File: config.mk
export PLATFORM = sky130hd
export DESIGN_NAME = muldiv_sequencer
export DESIGN_NICKNAME = d
export VERILOG_FILES = /design/src/rtl/muldiv_sequencer_pkg.sv /design/src/rtl/muldiv_sequencer_lat_counter.sv /design/src/rtl/muldiv_sequencer.sv
export SDC_FILE = /design/constraint.sdc
export NUM_CORES = 1
export LEC_CHECK = 0
export ABC_AREA = 1
export CAP_MARGIN = 20
export CORE_MARGIN = 1.5
export CORE_UTILIZATION = 39
export DETAILED_ROUTE_END_ITERATION = 10
export HOLD_SLACK_MARGIN = 0.06
export PLACE_DENSITY = 0.83
export SETUP_SLACK_MARGIN = 0.15
export SYNTH_ARGS = -nofsm -noshare
export SYNTH_HDL_FRONTEND = slang
export SYNTH_SLANG_ARGS = --single-unit
File: constraint.sdc
create_clock -name clk -period 2.25 [get_ports clk]
set_input_delay 0.225 -clock clk [delete_from_list [all_inputs] [get_ports clk]]
set_output_delay 0.225 -clock clk [all_outputs]
set_load 0.01 [all_outputs]
File: src/rtl/muldiv_sequencer_pkg.sv
`default_nettype none
// ============================================================================
// Module      : muldiv_sequencer_pkg
// Description : Shared definitions for the mult/div sequencer: FSM state
//               encoding (3-bit) and the HI/LO source mux select values.
//               control_unit imports the same package, so the encodings
//               seen on both sides always agree.
// Ports       : none (package)
// Revision    : 1.0 - initial release
// ============================================================================
package muldiv_sequencer_pkg;

  typedef enum logic [2:0] {
    ST_IDLE   = 3'd0,
    ST_M_INIT = 3'd1,
    ST_M_RUN  = 3'd2,
    ST_D_INIT = 3'd3,
    ST_D_RUN  = 3'd4,
    ST_WRITE  = 3'd5,
    ST_DONE   = 3'd6,
    ST_DZ     = 3'd7
  } state_t;

  // mux_hi_lo select values
  localparam logic HL_SRC_DIV  = 1'b0;
  localparam logic HL_SRC_MULT = 1'b1;

endpackage : muldiv_sequencer_pkg
`default_nettype wire

File: src/rtl/muldiv_sequencer_lat_counter.sv
`default_nettype none
// ============================================================================
// Module      : muldiv_sequencer_lat_counter
// Description : Latency counter (lat_counter) for the mult/div sequencer.
//               Loadable CNT_W-bit down-counter that saturates at zero.
// Ports       : clk      in  system clock, rising edge
//               reset    in  asynchronous active-low reset (count -> 0)
//               load     in  load load_val (has priority over dec)
//               load_val in  CNT_W-bit value to load
//               dec      in  decrement by one; ignored when already zero
//               is_zero  out count == 0
// Revision    : 1.0 - initial release
// ============================================================================
module muldiv_sequencer_lat_counter #(
  parameter int CNT_W = 6
) (
  input  logic             clk,
  input  logic             reset,
  input  logic             load,
  input  logic [CNT_W-1:0] load_val,
  input  logic             dec,
  output logic             is_zero
);

  logic [CNT_W-1:0] count;

  assign is_zero = (count == '0);

  // Saturating at zero keeps the counter from wrapping if dec were ever
  // held past the terminal count.
  always_ff @(posedge clk or negedge reset) begin
    if (!reset) begin
      count <= '0;
    end else if (load) begin
      count <= load_val;
    end else if (dec && !is_zero) begin
      count <= count - 1'b1;
    end
  end

endmodule : muldiv_sequencer_lat_counter
`default_nettype wire

File: src/rtl/muldiv_sequencer.sv
`default_nettype none
// ============================================================================
// Module      : muldiv_sequencer
// Description : Sequences the shared mult/div units and the HI/LO registers
//               for control_unit. Accepts a single-cycle start request in
//               IDLE, pulses the unit init, waits the unit latency, loads
//               HI/LO and pulses done. A divide with a zero divisor is
//               trapped before the divider is started.
// Ports       : clk          in  system clock, rising edge
//               reset        in  asynchronous active-low reset
//               start_mult   in  mult request (sampled in IDLE only)
//               start_div    in  div request (sampled in IDLE only)
//               div_src_mdr  in  dividend source: 1=MDR, 0=A
//               divisor      in  32-bit divisor, zero-checked at start_div
//               abort        in  flush the current sequence
//               mult_init    out one-cycle start pulse to mult
//               div_init     out one-cycle start pulse to div
//               div_op_sel   out mux_divSrcA select, held while busy
//               hl_src_sel   out mux_hi_lo select (0=div, 1=mult)
//               hl_load      out one-cycle HI/LO load
//               busy         out high in every state except IDLE
//               done         out one-cycle completion pulse
//               div_zero     out one-cycle divide-by-zero pulse
// Revision    : 1.0 - initial release
// ============================================================================
module muldiv_sequencer
  import muldiv_sequencer_pkg::*;
#(
  parameter int MULT_CYCLES = 32,
  parameter int DIV_CYCLES  = 32,
  parameter int CNT_W       = 6
) (
  input  logic        clk,
  input  logic        reset,
  input  logic        start_mult,
  input  logic        start_div,
  input  logic        div_src_mdr,
  input  logic [31:0] divisor,
  input  logic        abort,
  output logic        mult_init,
  output logic        div_init,
  output logic        div_op_sel,
  output logic        hl_src_sel,
  output logic        hl_load,
  output logic        busy,
  output logic        done,
  output logic        div_zero
);

  // The INIT cycle loads N-1 so the following RUN state lasts exactly N
  // cycles (N-1 down to 0 inclusive).
  localparam logic [CNT_W-1:0] MULT_LOAD = CNT_W'(MULT_CYCLES - 1);
  localparam logic [CNT_W-1:0] DIV_LOAD  = CNT_W'(DIV_CYCLES - 1);

  state_t           state;
  state_t           state_nxt;
  logic             cnt_load;
  logic             cnt_dec;
  logic             cnt_zero;
  logic [CNT_W-1:0] cnt_load_val;
  logic             accept;

  muldiv_sequencer_lat_counter #(
    .CNT_W (CNT_W)
  ) u_lat_counter (
    .clk      (clk),
    .reset    (reset),
    .load     (cnt_load),
    .load_val (cnt_load_val),
    .dec      (cnt_dec),
    .is_zero  (cnt_zero)
  );

  // A start is taken only in IDLE and only when no abort is pending.
  assign accept = (state == ST_IDLE) && !abort && (start_mult || start_div);

  // State register
  always_ff @(posedge clk or negedge reset) begin
    if (!reset) begin
      state <= ST_IDLE;
    end else begin
      state <= state_nxt;
    end
  end

  // Operand/source selects change only on an accepted start and are held
  // afterwards so the HI/LO mux still points at the right unit in WRITE.
  always_ff @(posedge clk or negedge reset) begin
    if (!reset) begin
      div_op_sel <= 1'b0;
      hl_src_sel <= 1'b0;
    end else if (accept) begin
      div_op_sel <= div_src_mdr;
      hl_src_sel <= start_mult ? HL_SRC_MULT : HL_SRC_DIV;
    end
  end

  // Next-state and counter control
  always_comb begin
    state_nxt    = state;
    cnt_load     = 1'b0;
    cnt_dec      = 1'b0;
    cnt_load_val = DIV_LOAD;
    case (state)
      ST_IDLE: begin
        if (!abort) begin
          if (start_mult) begin
            state_nxt = ST_M_INIT;
          end else if (start_div) begin
            state_nxt = (divisor == 32'd0) ? ST_DZ : ST_D_INIT;
          end
        end
      end
      ST_M_INIT: begin
        cnt_load     = 1'b1;
        cnt_load_val = MULT_LOAD;
        state_nxt    = ST_M_RUN;
      end
      ST_D_INIT: begin
        cnt_load     = 1'b1;
        cnt_load_val = DIV_LOAD;
        state_nxt    = ST_D_RUN;
      end
      ST_M_RUN, ST_D_RUN: begin
        cnt_dec = 1'b1;
        if (cnt_zero) begin
          state_nxt = ST_WRITE;
        end
      end
      ST_WRITE: state_nxt = ST_DONE;
      ST_DONE:  state_nxt = ST_IDLE;
      ST_DZ:    state_nxt = ST_IDLE;
      default:  state_nxt = ST_IDLE;
    endcase
    // Flush from any busy state; outputs are decoded from the registered
    // state, so the flush takes effect in the next cycle.
    if (abort) begin
      state_nxt = ST_IDLE;
    end
  end

  // Moore output decode
  assign mult_init = (state == ST_M_INIT);
  assign div_init  = (state == ST_D_INIT);
  assign hl_load   = (state == ST_WRITE);
  assign done      = (state == ST_DONE) || (state == ST_DZ);
  assign div_zero  = (state == ST_DZ);
  assign busy      = (state != ST_IDLE);

endmodule : muldiv_sequencer
`default_nettype wire

==> results of run 1 <==
==> sequential cells by signal (all words and copies together), names as in the netlist <==
signal	cells
u_lat_counter.count	6
state	3
div_op_sel	1
hl_src_sel	1
==> worst register-to-register path: cells and delay by family (launching register included) <==
kind,cells,cell delay (ns)
compound gates,1,0.16
flops,1,0.41
simple gates,5,0.72
==> layer usage <==
| layer | up-vias | track usage |
|---|---|---|
| li1 | 455 | - |
| met1 | 392 | 0.239 |
| met2 | 19 | 0.345 |
| met3 | 3 | 0.0808 |
| met4 | 0 | 0.0667 |
| met5 | - | 0 |
==> Yosys cell counts, types with 2 or more instances <==
| cell type | n | area share |
|---|---|---|
| sky130_fd_sc_hd__nand3_1 | 6 | 0.039 |
| sky130_fd_sc_hd__ha_1 | 2 | 0.033 |
| sky130_fd_sc_hd__nor3_1 | 2 | 0.013 |
| sky130_fd_sc_hd__o211ai_1 | 2 | 0.020 |
| sky130_fd_sc_hd__inv_1 | 12 | 0.059 |
| sky130_fd_sc_hd__o21ai_0 | 7 | 0.046 |
| sky130_fd_sc_hd__mux2_2 | 2 | 0.030 |
| sky130_fd_sc_hd__dfrtp_1 | 11 | 0.36 |
| sky130_fd_sc_hd__nand2_4 | 3 | 0.044 |
| sky130_fd_sc_hd__nand4_1 | 3 | 0.025 |
| sky130_fd_sc_hd__nor2_1 | 30 | 0.15 |
| sky130_fd_sc_hd__nand2_1 | 21 | 0.10 |
==> metrics by stage <==
stage	hold slack, ns	util	instances	power [uW]
after floorplan	-0.0706	-	110	814
final	0.272	0.712	184	1220
after detailed placement	0.494	0.698	180	1090
after CTS	0.288	0.712	184	1220
after global routing	0.294	0.712	184	1340
after global placement	0.491	0.698	180	1060
==> power groups by stage <==
stage | clock, uW | sequential (uW) | combinational [uW]
final | 137 | 355 | 725
after global placement | 0 | 355 | 702
after floorplan | 0 | 356 | 458
after detailed placement | 0 | 359 | 727
after global routing | 147 | 369 | 818
after CTS | 136 | 355 | 728
==> cells by family after synthesis <==
kind of cell,share of synthesized area
flops,0.361
fa+ha+maj,0.0328
mux,0.0296
simple gates,0.406
xor+xnor,0.0115
buf+inv,0.0640
compound gates,0.0952
==> worst paths after layout <==
path | to | slack, ns | cells after the start | from
min reg2reg | u_lat_counter.count[1]$_DFFE_PN0P_ | 0.51 | 2 | u_lat_counter.count[1]$_DFFE_PN0P_
max in group asynchronous | u_lat_counter.count[5]$_DFFE_PN0P_ | 1.63 | 1 | reset
max reg2reg | state[1]$_DFFE_PN0P_ | 0.83 | 6 | u_lat_counter.count[2]$_DFFE_PN0P_
max | busy | 0.37 | 5 | state[2]$_DFFE_PN0P_
min in group clk | u_lat_counter.count[1]$_DFFE_PN0P_ | 0.51 | 2 | u_lat_counter.count[1]$_DFFE_PN0P_
min | u_lat_counter.count[4]$_DFFE_PN0P_ | 0.27 | 1 | reset
==> layout make-up <==
| cell class | count | area [um^2] | area share |
|---|---|---|---|
| Timing Repair Buffer | 45 | 450 | 0.355 |
| Multi-Input combinational cell | 86 | 438 | 0.345 |
| Sequential cell | 11 | 275 | 0.217 |
| Inverter | 13 | 48.8 | 0.0384 |
| Tap cell | 25 | 31.3 | 0.0246 |
| Clock buffer | 4 | 26.3 | 0.0207 |
==> summary by stage, run 1 <==
Floorplan
The core region is 1780 um^2. Row generation in the floorplan step produced 15 rows. The die boundary width is 47.2 um. The overall die height is 47.2 um. The die footprint is 2230 um^2. For this configuration, the core starts out at a cell density of 0.427.

The number of I/O pins is 46.

Critical path
In this design, the stage delay of the slowest critical-path cell is 0.48 ns. STA classifies the critical path endpoint as an output pin. Together, buffers and inverters on the worst path number 3. The slowest stage of the critical path is the sky130_fd_sc_hd__clkdlybuf4s50_1 cell.

Of all nets on the critical path, the largest fanout is 7. The dominant delay contributor by cell family on the critical path is buffers and inverters. The critical path goes through inv_2, nand2_2, nor2_1, inv_1, clkdlybuf4s50_1. The worst setup path is of the reg -> out kind. The critical path launch point type is a flop. The data arrival time of the critical path is 1.65 ns. Data on the critical path is required at its endpoint by 2.03 ns.

Power
The net switching power is 537 uW. Of the total power, the share spent switching nets is 0.441. The power density normalized to cell area is 958 nW/um^2.

Of the total power, the clock network draws 0.112. The proportion of power drawn by flip-flops and latches is 0.292. Summed over all cells, the static leakage comes to 0.000560 uW. The internal portion of total power is 680 uW. Of the total power, combinational logic draws 0.596. IR analysis of the VDD net gives a maximum drop of 756 uV.

Route
The detailed-router iteration count before antenna repair is 4. The detailed-routed wire length on met3 is 74 um. The starting DRC count in detailed routing is 27. Using the TritonRoute via totals, the vias-per-cell ratio works out to 4.72. Dividing the detail-routed wire length by the instance count gives 11.1 um. Wire segments on met2 add up to 1.10 mm in the final route. For this run, design rule violations remaining after detail routing come to 0. Detailed routing inserted a total of 869 vias. In the final routing, the length of wire on met1 measures 870 um. Once detail routing completed, the nets flagged for antenna violations numbered 0. The final routed wirelength across all metal layers is 2.05 mm.

The uppermost signal routing layer after detailed routing is met4.

Synthesis
The synthesized design contains 0 enable-type register cells. The number of warnings printed during yosys synthesis is 0. The share of flip-flops with an asynchronous set or reset after synthesis is 1.00.

In this run, synthesis produced a sequential element count of 11. The number of nets produced by synthesis is 150. The mapped cell area is 762 um^2. The prevailing post-synth register cell is sky130_fd_sc_hd__dfrtp_1. Averaged over all synthesized cells, the footprint is 6.93 um^2. The sequential cell area fraction in the yosys report is 0.361.

The instance count of the mapped netlist is 110. The distinct cell type count after synthesis is 21.

Clock network
TritonCTS built the clock tree. The clock transition at the register clock pins on the worst setup and hold paths after CTS is 0.08 ns. In this run the clock root is driven by a sky130_fd_sc_hd__clkbuf_4.

The number of clock buffers added by TritonCTS is 3. The number of sinks handled by clock tree synthesis is 11. The number of hold buffers added after CTS is 0. The number of resized instances in the post-cts repair step is 0.

The clock passes through at most 2 buffers. The number of buffers inserted by post-CTS setup repair is 0. In this run the number of H-tree levels came out at 1. The later pin in the worst-skew pair is clocked with a latency of 0.28 ns.

STA
The number of pins with negative max-slew slack in the final report is 0. The minimum clock period after layout is 1.88 ns. The count of final setup violators is 0.

The worst-case setup margin in the final layout is 0.374 ns. Clock skew on the completed layout was measured at 0.0133 ns. After routing, the total negative slack on setup checks comes to 0 ns. Setup repair after global routing left no endpoint under its margin. Headroom to the max-slew limit came out at 0.671. For the pin with the worst max-slew slack, the measured transition is 0.492 ns. Of the available clock period, the critical path in the final layout requires 0.834. Timing would allow up to 533 MHz. The hold violation total from the final report is 0.

Place
Timing analysis after detailed placement gives a worst setup slack of 0.690 ns. The congestion estimate from routability-driven global placement came to 0.819. Summed over all nets, the half-perimeter wirelength after detailed placement is 1.77 mm. Input and output buffers added on the ports amount to 45. In this run the cell area measured after placement is 1240 um^2.

GRT
Entering global routing, the biggest net connects 12 pins. The via count of the first global-routing pass is 761. The total global routing track utilization is 0.205. For this run the aggregate overflow at the end of global routing stands at 0. The wire length of the first global-routing pass is 3.16 mm. The initial antenna violation count came to 0.

Run
Across the run, the number of max-cap violations was 0.

Layout
Leaving out fill and tap cells, the most frequent cells in the layout are sky130_fd_sc_hd__clkdlybuf4s50_1, sky130_fd_sc_hd__nor2_1, sky130_fd_sc_hd__nand2_1. Compared with the post-synthesis result, the final layout area differs by 66.7%. Of the cells placed in the final design, the portion with a size suffix greater than 1 is 0.0818. Leaving out fill and tap cells, the most frequent cell in the layout is sky130_fd_sc_hd__clkdlybuf4s50_1. The final-layout fill cell count is 140.

The net count of the finished layout is 200. Summing all non-filler instances in the final layout gives an area of 1270 um^2. The number of diodes added for antenna fixing is 0.

Outcome
The run finished with clean final reports.

Worst hold path
In this run the worst hold path is classified as in -> async.
(Power assumes the default switching activity.)
==> run 2, diff against run 1 <==
--- a/config.mk
+++ b/config.mk
@@ -8,10 +8,10 @@
 export ABC_AREA = 1
 export CAP_MARGIN = 20
 export CORE_MARGIN = 1.5
-export CORE_UTILIZATION = 39
+export CORE_UTILIZATION = 36
 export DETAILED_ROUTE_END_ITERATION = 10
 export HOLD_SLACK_MARGIN = 0.06
-export PLACE_DENSITY = 0.83
+export PLACE_DENSITY = 0.78
 export SETUP_SLACK_MARGIN = 0.15
 export SYNTH_ARGS = -nofsm -noshare
 export SYNTH_HDL_FRONTEND = slang
==> constraint.sdc (replaced) <==
create_clock -name clk -period 1.8 [get_ports clk]
set_input_delay 0.18 -clock clk [delete_from_list [all_inputs] [get_ports clk]]
set_output_delay 0.18 -clock clk [all_outputs]
set_load 0.01 [all_outputs]
==> summary by stage, run 2 (synthesized netlist as in run 1, its figures left out) <==
Outcome
The flow ran to the end, and the final reports show no timing, DRC or antenna violations.

GRT
The wire length of the first global-routing pass is 3.83 mm (+21%). The largest net degree at the start of global routing came to 12 (unchanged). The total global routing track utilization was 0.198 (-0.00731). The initial antenna violation count is 0 (unchanged). The total grt overflow is 0 (unchanged). The via count of the first global-routing pass is 947 (+24%).

Route
The total DRC errors in the routed layout was 0 (unchanged). The average wire length per cell after detail routing is 10.6 um (-4.9%). The detailed-router iteration count before antenna repair is 4 (unchanged).

The final routed wirelength across all metal layers is 2.01 mm (-1.8%). The mean number of vias per cell is 4.54 (-3.8%). The total via count in the routed design was 863 (-0.69%).

The remaining number of nets flagged by the antenna check after routing is 0 (unchanged). The starting DRC count in detailed routing is 12 (-56%).

STA
Of the available clock period, the critical path in the final layout requires 0.876. The tightest slew margin relative to the limit is 0.685 (+0.0142). Timing would allow up to 634 MHz. The transition time of the tightest slew-check pin was 0.471 ns (-0.0213 ns). The aggregate negative setup slack is 0 ns (unchanged). The count of final setup violators is 0 (unchanged).

Setup repair after global routing left no endpoint under its margin. The number of pins with negative max-slew slack in the final report came to 0 (unchanged). The worst-case setup margin in the final layout was 0.223 ns (-0.152 ns).

The hold violation total from the final report is 0 (unchanged). The clock skew was 0.00472 ns (-0.00862 ns). The smallest clock period supported by the final layout is computed as 1.58 ns.

Critical path
The largest fanout of any net on the critical path was 4 (-3). The stage delay of the slowest cell on the critical path is 0.54 ns (+0.06 ns). The worst reg-to-reg setup slack came to 0.37 ns (-0.46 ns). The critical path startpoint is state[2]$_DFFE_PN0P_. The startpoint identified for the worst register-to-register timing path is state[0]$_DFFE_PN0P_. The required time at the worst-slack endpoint is 1.62 ns (-0.41 ns). The path length in cells of the critical path came to 3 (-2).

The slowest library cell on the worst path is sky130_fd_sc_hd__clkdlybuf4s50_1. Broken down by cell family, the worst path's largest delay share belongs to buffers and inverters. The critical path in this run is classified as reg -> out. The data arrival time of the critical path was 1.40 ns (-0.25 ns).

The capture point of the critical path is done. Walking the worst path, the cells encountered are nand2_1, inv_1, clkdlybuf4s50_1. The count of cells along the worst register-to-register path is 8 (+2). The critical path buffer and inverter count is 2 (-1). In this run the critical register-to-register path is captured at u_lat_counter.count[3]$_DFFE_PN0P_. The worst setup path is launched from a flop. The kind of end point of the critical path is an output pin.

Power
The power density normalized to cell area is 1200 nW/um^2 (+26%). The peak supply drop is 850 uV (+12%). The static power due to leakage was 0.000635 uW (+13%).

Floorplan
The area of the core is 1980 um^2 (+11%). The cell row count was 16 (+1). The die footprint was 2400 um^2 (+7.8%). The die boundary width was 49.0 um (+3.8%). The number of I/O pins is 46 (unchanged).

The overall die height was 49.0 um (+3.8%). The effective utilization at floorplan is 0.384 (-0.0429).

Layout
The number of nets in the layout is 204 (+2.0%). Compared with the post-synthesis result, the final layout area differs by 72.7%. The top register by number of flip-flops is u_lat_counter.count.

The number of diodes added for antenna fixing is 0 (unchanged). The final-layout fill cell count came to 166 (+19%). The flip-flop count of the largest register, all copies and words added is 6 (unchanged). In the layout the commonest cells are sky130_fd_sc_hd__clkdlybuf4s50_1, sky130_fd_sc_hd__nor2_1, sky130_fd_sc_hd__nand2_1.

The fraction of layout cells with a size suffix above 1 came to 0.117 (+0.0348). The final non-filler cell total is 190 (+3.3%). The library cell used most frequently in the layout, excluding fill and tap cells, is sky130_fd_sc_hd__clkdlybuf4s50_1. The largest registers in the layout are u_lat_counter.count x6, state x3. The final standard cell utilization of the core is 0.664 (-0.0481).

Clock network
The clock transition at the register clock pins on the worst setup and hold paths after CTS is 0.07 ns (about the same). The maximum buffer depth of the clock tree is 2 (unchanged). The CTS tree is yes. The cell at the root of the clock tree is sky130_fd_sc_hd__clkbuf_4. The count of H-tree levels built during CTS came to 1 (unchanged).

The number of sinks handled by clock tree synthesis is 11 (unchanged). The clock latency reported for the late side of the worst-skew pair is 0.27 ns (about the same). The number of buffers inserted during clock tree synthesis is 3 (unchanged).

Worst hold path
The worst min-delay path category is in -> async.

Place
The number of instances in the placed design is 182 (+1.1%). The HPWL reported at the end of detailed placement is 1.66 mm (-6.1%). The minimum setup slack after placement is 0.269 ns (-0.421 ns). The final RePlAce weighted congestion is 0.868 (+6.0%).

The count of input and output buffers was 45 (unchanged).

Run
The max capacitance violation total came to 0 (unchanged).
[run 2: worst min-delay path by stage]
stage | from | endpoint | slack [ns] | cells past startpoint
final | reset | u_lat_counter.count[3]$_DFFE_PN0P_ | 0.23 | 1
after global routing | reset | u_lat_counter.count[0]$_DFFE_PN0P_ | 0.27 | 1
after CTS | reset | u_lat_counter.count[3]$_DFFE_PN0P_ | 0.25 | 1
after detailed placement | u_lat_counter.count[1]$_DFFE_PN0P_ | u_lat_counter.count[1]$_DFFE_PN0P_ | 0.50 | 2
after global placement | u_lat_counter.count[1]$_DFFE_PN0P_ | u_lat_counter.count[1]$_DFFE_PN0P_ | 0.49 | 2
after floorplan | reset | div_op_sel$_DFFE_PN0P_ | -0.12 | 0
[run 2: worst register-to-register path: cells and delay by family (launching register included)]
family          cells  cell delay, ns
flops               1            0.40
buf+inv             2            0.28
compound gates      1            0.22
simple gates        5            0.43
[run 2: where the power goes]
part | switching [uW] | internal [uW]
Sequential | 74.1 | 364
Clock | 76.9 | 85.7
Combinational | 541 | 443
Total | 693 | 893
[run 2: per-stage QoR]
step	hold slack [ns]	power, uW	instance area (um^2)
after global routing	0.275	1760	1320
after detailed placement	0.498	1350	1250
after CTS	0.255	1560	1300
final	0.234	1590	1320
after floorplan	-0.116	1020	762
after global placement	0.487	1320	1250
[run 2: what timing repair did]
action / CTS / global route
setup endpoints to repair: 5 / 3
setup buffers: 3 / 1
hold buffers: 0 / 0
gates resized for setup: 4 / 4
[run 2: cell type report]
type | instances | area [um^2] | share of cell area
clock buffers | 4 | 26.3 | 0.0200
inverters | 13 | 48.8 | 0.0371
multi-input cells | 86 | 445 | 0.338
flip-flops and latches | 11 | 277 | 0.210
well taps | 27 | 33.8 | 0.0257
repair buffers | 49 | 485 | 0.369
[run 2: layer usage]
layer / part of all wire / vias to the layer above / GRT usage
li1: - / 459 / -
met1: 0.43 / 378 / 0.232
met2: 0.52 / 22 / 0.363
met3: 0.038 / 4 / 0.0429
met4: 0.010 / 0 / 0.0524
met5: 0 / - / 0
==> variant 1, RTL diff (config.mk and constraints of run 1) <==
Encoding of `state_t`: now one-hot (8 bits for 8 states).
--- a/src/rtl/muldiv_sequencer_pkg.sv
+++ b/src/rtl/muldiv_sequencer_pkg.sv
@@ -12,11 +12,11 @@
 
-  typedef enum logic [2:0] {
-    ST_IDLE   = 3'd0,
-    ST_M_INIT = 3'd1,
-    ST_M_RUN  = 3'd2,
-    ST_D_INIT = 3'd3,
-    ST_D_RUN  = 3'd4,
-    ST_WRITE  = 3'd5,
-    ST_DONE   = 3'd6,
-    ST_DZ     = 3'd7
+  typedef enum logic [7:0] {
+    ST_IDLE   = 8'b00000001,
+    ST_M_INIT = 8'b00000010,
+    ST_M_RUN  = 8'b00000100,
+    ST_D_INIT = 8'b00001000,
+    ST_D_RUN  = 8'b00010000,
+    ST_WRITE  = 8'b00100000,
+    ST_DONE   = 8'b01000000,
+    ST_DZ     = 8'b10000000
   } state_t;
Formal check against the unedited RTL: no difference found for any inputs over 10 cycles, from zero or initial values and one cycle with reset low; not proved beyond that.
==> variant 1 against run 1 <==
Die area is 43% higher; final area increased by 30%; setup slack lost 0.081 ns; power down 13%; largest cell class is now multi-input combinational cells; via count grew 27%; combinational power fell by 39%; sequential cell count rose by 5; first-iteration DRC count increased by 63%; sequential share of layout area increased by 2.8 points; utilization shrank 11 points; count of clock-buffer cells in the layout unchanged; routed wire length increased by 18%; area after synthesis is 46% higher.
==> variant 1: results (changes against run 1) <==
[cells_and_area]
reg_top3 = state x8, u_lat_counter.count x6
layout-drive-gt1-share_pct = 11.11  ; +2.9 points
final_cells = 238  ; +29%
nNonClkInverters = 15  ; +2
design.seq.count = 16  ; +5
multi_input_area_share_pct = 39.89  ; +5.4 points
n_clock_buffer = 4  ; unchanged
clock_area_share_pct = 2.204  ; +0.13 points
fill_cells = 238  ; +70%
multi_input_gates = 127  ; +48%
seqCellArea_um2 = 402.9  ; +46%
layout.nets = 248  ; +24%
utilization_pct = 60.23  ; -11 points
final-nonclk-buf-share_pct = 27.66  ; -7.8 points

[route]
vias = 1106  ; +27%
met2WireLength_um = 1186  ; +7.9%
wirelength_um = 2417  ; +18%
first_pass_iters = 4  ; unchanged
wl_met1_um = 1115  ; +28%
met3_length_um = 75  ; +1.4%
top_layer_used = met4
drt_iter0_markers = 44  ; +63%

[yosys]
yosysSeqAreaShare_pct = 36.03  ; -0.098 points
synthTopCellsByCount = 41 x nand2_1, 38 x nor2_1, 15 x dfrtp_1, 15 x inv_1, 14 x nand3_1
synth_area_leaders = dfrtp_1 34%, nand2_1 14%, nor2_1 13%
ys_types = 19  ; -9.5%
synth_nets = 198  ; +32%
synth_area_per_cell_um2 = 7.056  ; +1.9%

[power]
p_seq_uw = 426  ; +20%
comb_power_uw = 442  ; -39%
p_switching_uw = 370.8  ; -31%
p_leak_uw = 0.0007872  ; +40%
peakVddDrop_mv = 0.5059  ; -33%
power.total_uw = 1054  ; -13%

[global_routing]
grt-ovfl-total = 0  ; unchanged
gr-usage-met2_pct = 28.74  ; -5.8 points
grt_start_max_net_pins = 17  ; +5
grt_use_met3_pct = 0.9217  ; -7.2 points
grt_usage_pct = 17.20  ; -3.3 points
grt_pass1_wl_um = 4409  ; +40%
use_met1_pct = 23.25  ; -0.70 points

[placement]
gp_congestion = 0.8582  ; +4.8%
hpwl_um = 2060  ; +16%
placed_cells = 234  ; +30%
pre_cts_slack_ns = 0.4914  ; -0.1987 ns
placed_area_um2 = 1604  ; +29%

[sta]
clock_skew_ns = 0.01549  ; +0.002146 ns
tightestPinTransition_ns = 0.6798  ; +0.1879 ns

[die]
die_w_um = 56.47  ; +20%

[worst_setup_path]
worstPathMaxFanout = 4  ; -3

[status]
outcome = completed

[cts]
clkSlewWorstSetupHoldPaths_ns = 0.10  ; +0.02 ns

[flow_run]
cap_violations = 0  ; unchanged

## variant 1: changes by cell type in the layout (fill, tap and decap cells not counted), moves of 3 or more
cell,change
dfrtp_1,+3
inv_1,+3
nand2_1,+20
nand3_1,+8
nand4_1,-3
nor2_1,+8
nor2_4,+6
o21ai_1,+3
## variant 1: cells by family after synthesis
family          Yosys count  synth area share [%]
flops                    16                 36.03
buf+inv                  15                 5.050
fa+ha+maj                 2                 2.244
xor+xnor                  4                 3.143
compound gates            9                 4.039
simple gates            112                 49.50
## variant 1: worst paths after layout
check,start,to,slack (ns),cells past startpoint
max,state[4],busy,0.29,5
min reg2reg,u_lat_counter.count[0],u_lat_counter.count[0],0.50,2
min,reset,div_op_sel,0.34,1
max in group asynchronous,reset,state[2],1.42,1
max reg2reg,state[0],u_lat_counter.count[2],0.85,7
min in group clk,div_src_mdr,div_op_sel,0.47,3
## variant 1: timing repair
action / CTS / global route
gates resized for setup: 0 / 3
hold buffers: 0 / 0
hold endpoints to repair: 0 / 0
endpoints found under the setup margin: 0 / 2
==> variant 2, RTL diff (settings of run 1) <==
Without the edit above. `CNT_W` is set to 6 in 2 places; all go to 12.
--- a/src/rtl/muldiv_sequencer_lat_counter.sv
+++ b/src/rtl/muldiv_sequencer_lat_counter.sv
@@ -14,3 +14,3 @@
 module muldiv_sequencer_lat_counter #(
-  parameter int CNT_W = 6
+  parameter int CNT_W = 12
 ) (
--- a/src/rtl/muldiv_sequencer.sv
+++ b/src/rtl/muldiv_sequencer.sv
@@ -30,3 +30,3 @@
   parameter int DIV_CYCLES  = 32,
-  parameter int CNT_W       = 6
+  parameter int CNT_W       = 12
 ) (
Behaviour: same outputs for any inputs over 10 cycles, from zero or initial values and one cycle with reset low; that may be too few to reach the edited logic, so the function may still have changed.
==> variant 2 against run 1 <==
Sequential power up 51%; setup slack lost 0.018 ns; area after synthesis increased by 57%; largest cell class is now multi-input combinational cells; power grew 37%; sequential cell count up 6; routed wire length increased by 34%; count of clock-buffer cells in the layout unchanged; register-to-register slack got worse by 0.12 ns; critical path type unchanged; final area rose by 34%.
==> variant 2: results (changes against run 1) <==
[worst_setup_path]
worstPathMaxFanout = 7  ; unchanged
slowest_stage = clkdlybuf4s50_1
r2r_cells = 9  ; +3
critPathTopFamily = buffers and inverters
worstPathArrival_ns = 1.67  ; +0.02 ns
slowest_delay_ns = 0.48  ; about the same

[placement]
hpwl_um = 2255  ; +27%
pre_cts_slack_ns = 0.7046  ; +0.01459 ns
gp_congestion = 0.8444  ; +3.1%
io_buffers = 45  ; unchanged

[cts]
clkSlewWorstSetupHoldPaths_ns = 0.09
cts_max_level = 1  ; unchanged
cts_hold_buf = 0  ; unchanged
post_cts_buffers = 0  ; unchanged
clock_latency_ns = 0.29
clockBufferDepth = 2  ; unchanged
cts_buffers = 3  ; unchanged
root_buffer = clkbuf_4

[sta]
slew-limit-headroom_pct = 51.95  ; -15 points
clock_skew_ns = 0.0007339  ; -0.01261 ns

[global_routing]
grt_pass1_vias = 1158  ; +52%
gr-usage-met2_pct = 31.78  ; -2.7 points
grt_pass1_wl_um = 4761  ; +51%
antenna_found_initial = 0  ; unchanged
grt_start_max_net_pins = 18  ; +6
grt_use_met3_pct = 4.615  ; -3.5 points
grt_usage_pct = 17.78  ; -2.8 points
grt-ovfl-total = 0  ; unchanged
use_met1_pct = 21.30  ; -2.6 points

[yosys]
synth_nets = 222  ; +48%
synthTopCellsByCount = 44 x nor2_1, 42 x nand2_1, 21 x nand3_1, 19 x inv_1, 17 x dfrtp_1
yosysSeqAreaShare_pct = 35.49  ; -0.63 points
synth_area_leaders = dfrtp_1 35%, nor2_1 14%, nand2_1 13%
netlist.area_leader.share_pct = 35.49  ; -0.63 points
ys_types = 22  ; +4.8%
synthFlopType = dfrtp_1
synth_async_sr_flop_share_pct = 100.0  ; unchanged

[cells_and_area]
fill_cells = 267  ; +91%
reg_top3 = u_lat_counter.count x12, state x3
antennaDiodeCount = 0  ; unchanged
layout-drive-gt1-share_pct = 9.130  ; +0.95 points
layout.nets = 271  ; +36%

[hold_path]
hold_class = in -> async

[route]
viasPerCell = 4.736  ; +0.27%
drt_iter0_markers = 40  ; +48%
wirelength_um = 2756  ; +34%

[power]
peakVddDrop_mv = 0.4140  ; -45%
p_leak_uw = 0.0008399  ; +50%

[status]
outcome = completed

variant 2: cell count changes after synthesis, moves of 3 or more:
cell,run 1,this run
nand2_1,21,42
nand3_1,6,21
nor2_1,30,44
inv_1,12,19
dfrtp_1,11,17
inv_2,1,4
variant 2: area by class of cell:
cell class,count,area (µm²),share of cell area (%)
Clock buffer,4,26.28,1.543
Timing Repair Buffer,45,450.4,26.45
Multi-Input combinational cell,140,669.4,39.31
Sequential cell,17,425.4,24.98
Tap cell,31,38.79,2.278
Inverter,24,92.59,5.437
variant 2: kinds of logic (layout without fill, tap and decap cells):
group / after synthesis / count (layout) / share of synthesized area (%)
flops: 17 / 17 / 35.49
simple gates: 120 / 120 / 43.22
buf+inv: 25 / 73 / 8.664
fa+ha+maj: 2 / 2 / 2.087
compound gates: 13 / 13 / 6.472
mux: 2 / 2 / 1.879
xor+xnor: 3 / 3 / 2.192
variant 2: report_power, final:
| group | switching (µW) | internal, µW | leakage, µW |
|---|---|---|---|
| clock network | 88.4 | 69.0 | 0.0000150 |
| registers | 116 | 420 | 0.000214 |
| logic | 586 | 393 | 0.000611 |
variant 2: worst paths after layout:
kind	from	slack, ns	endpoint
max	state[1]	0.36	busy
min	reset	0.36	state[0]
max reg2reg	u_lat_counter.count[0]	0.71	u_lat_counter.count[9]
min reg2reg	hl_src_sel	0.52	hl_src_sel
max in group asynchronous	reset	1.44	u_lat_counter.count[7]
min in group clk	hl_src_sel	0.52	hl_src_sel
variant 2: per-stage QoR:
| step | instance area, µm² | hold slack (ns) | instances | total power (µW) |
|---|---|---|---|---|
| 2_1_floorplan | 1199 | -0.07059 | 182 | 1219 |
| 3_3_place_gp | 1677 | 0.4902 | 257 | 1496 |
| 3_5_place_dp | 1677 | 0.4997 | 257 | 1515 |
| 4_1_cts | 1703 | 0.3799 | 261 | 1681 |
| 5_1_grt | 1703 | 0.4269 | 261 | 1820 |
| 6_report | 1703 | 0.3597 | 261 | 1672 |
variant 2: layer usage:
| layer | part of all wire [%] | vias to the layer above |
|---|---|---|
| met5 | 0 | - |
| met4 | 0.58 | 0 |
| met3 | 4.5 | 2 |
| met2 | 50 | 30 |
| met1 | 45 | 538 |
| li1 | - | 666 |
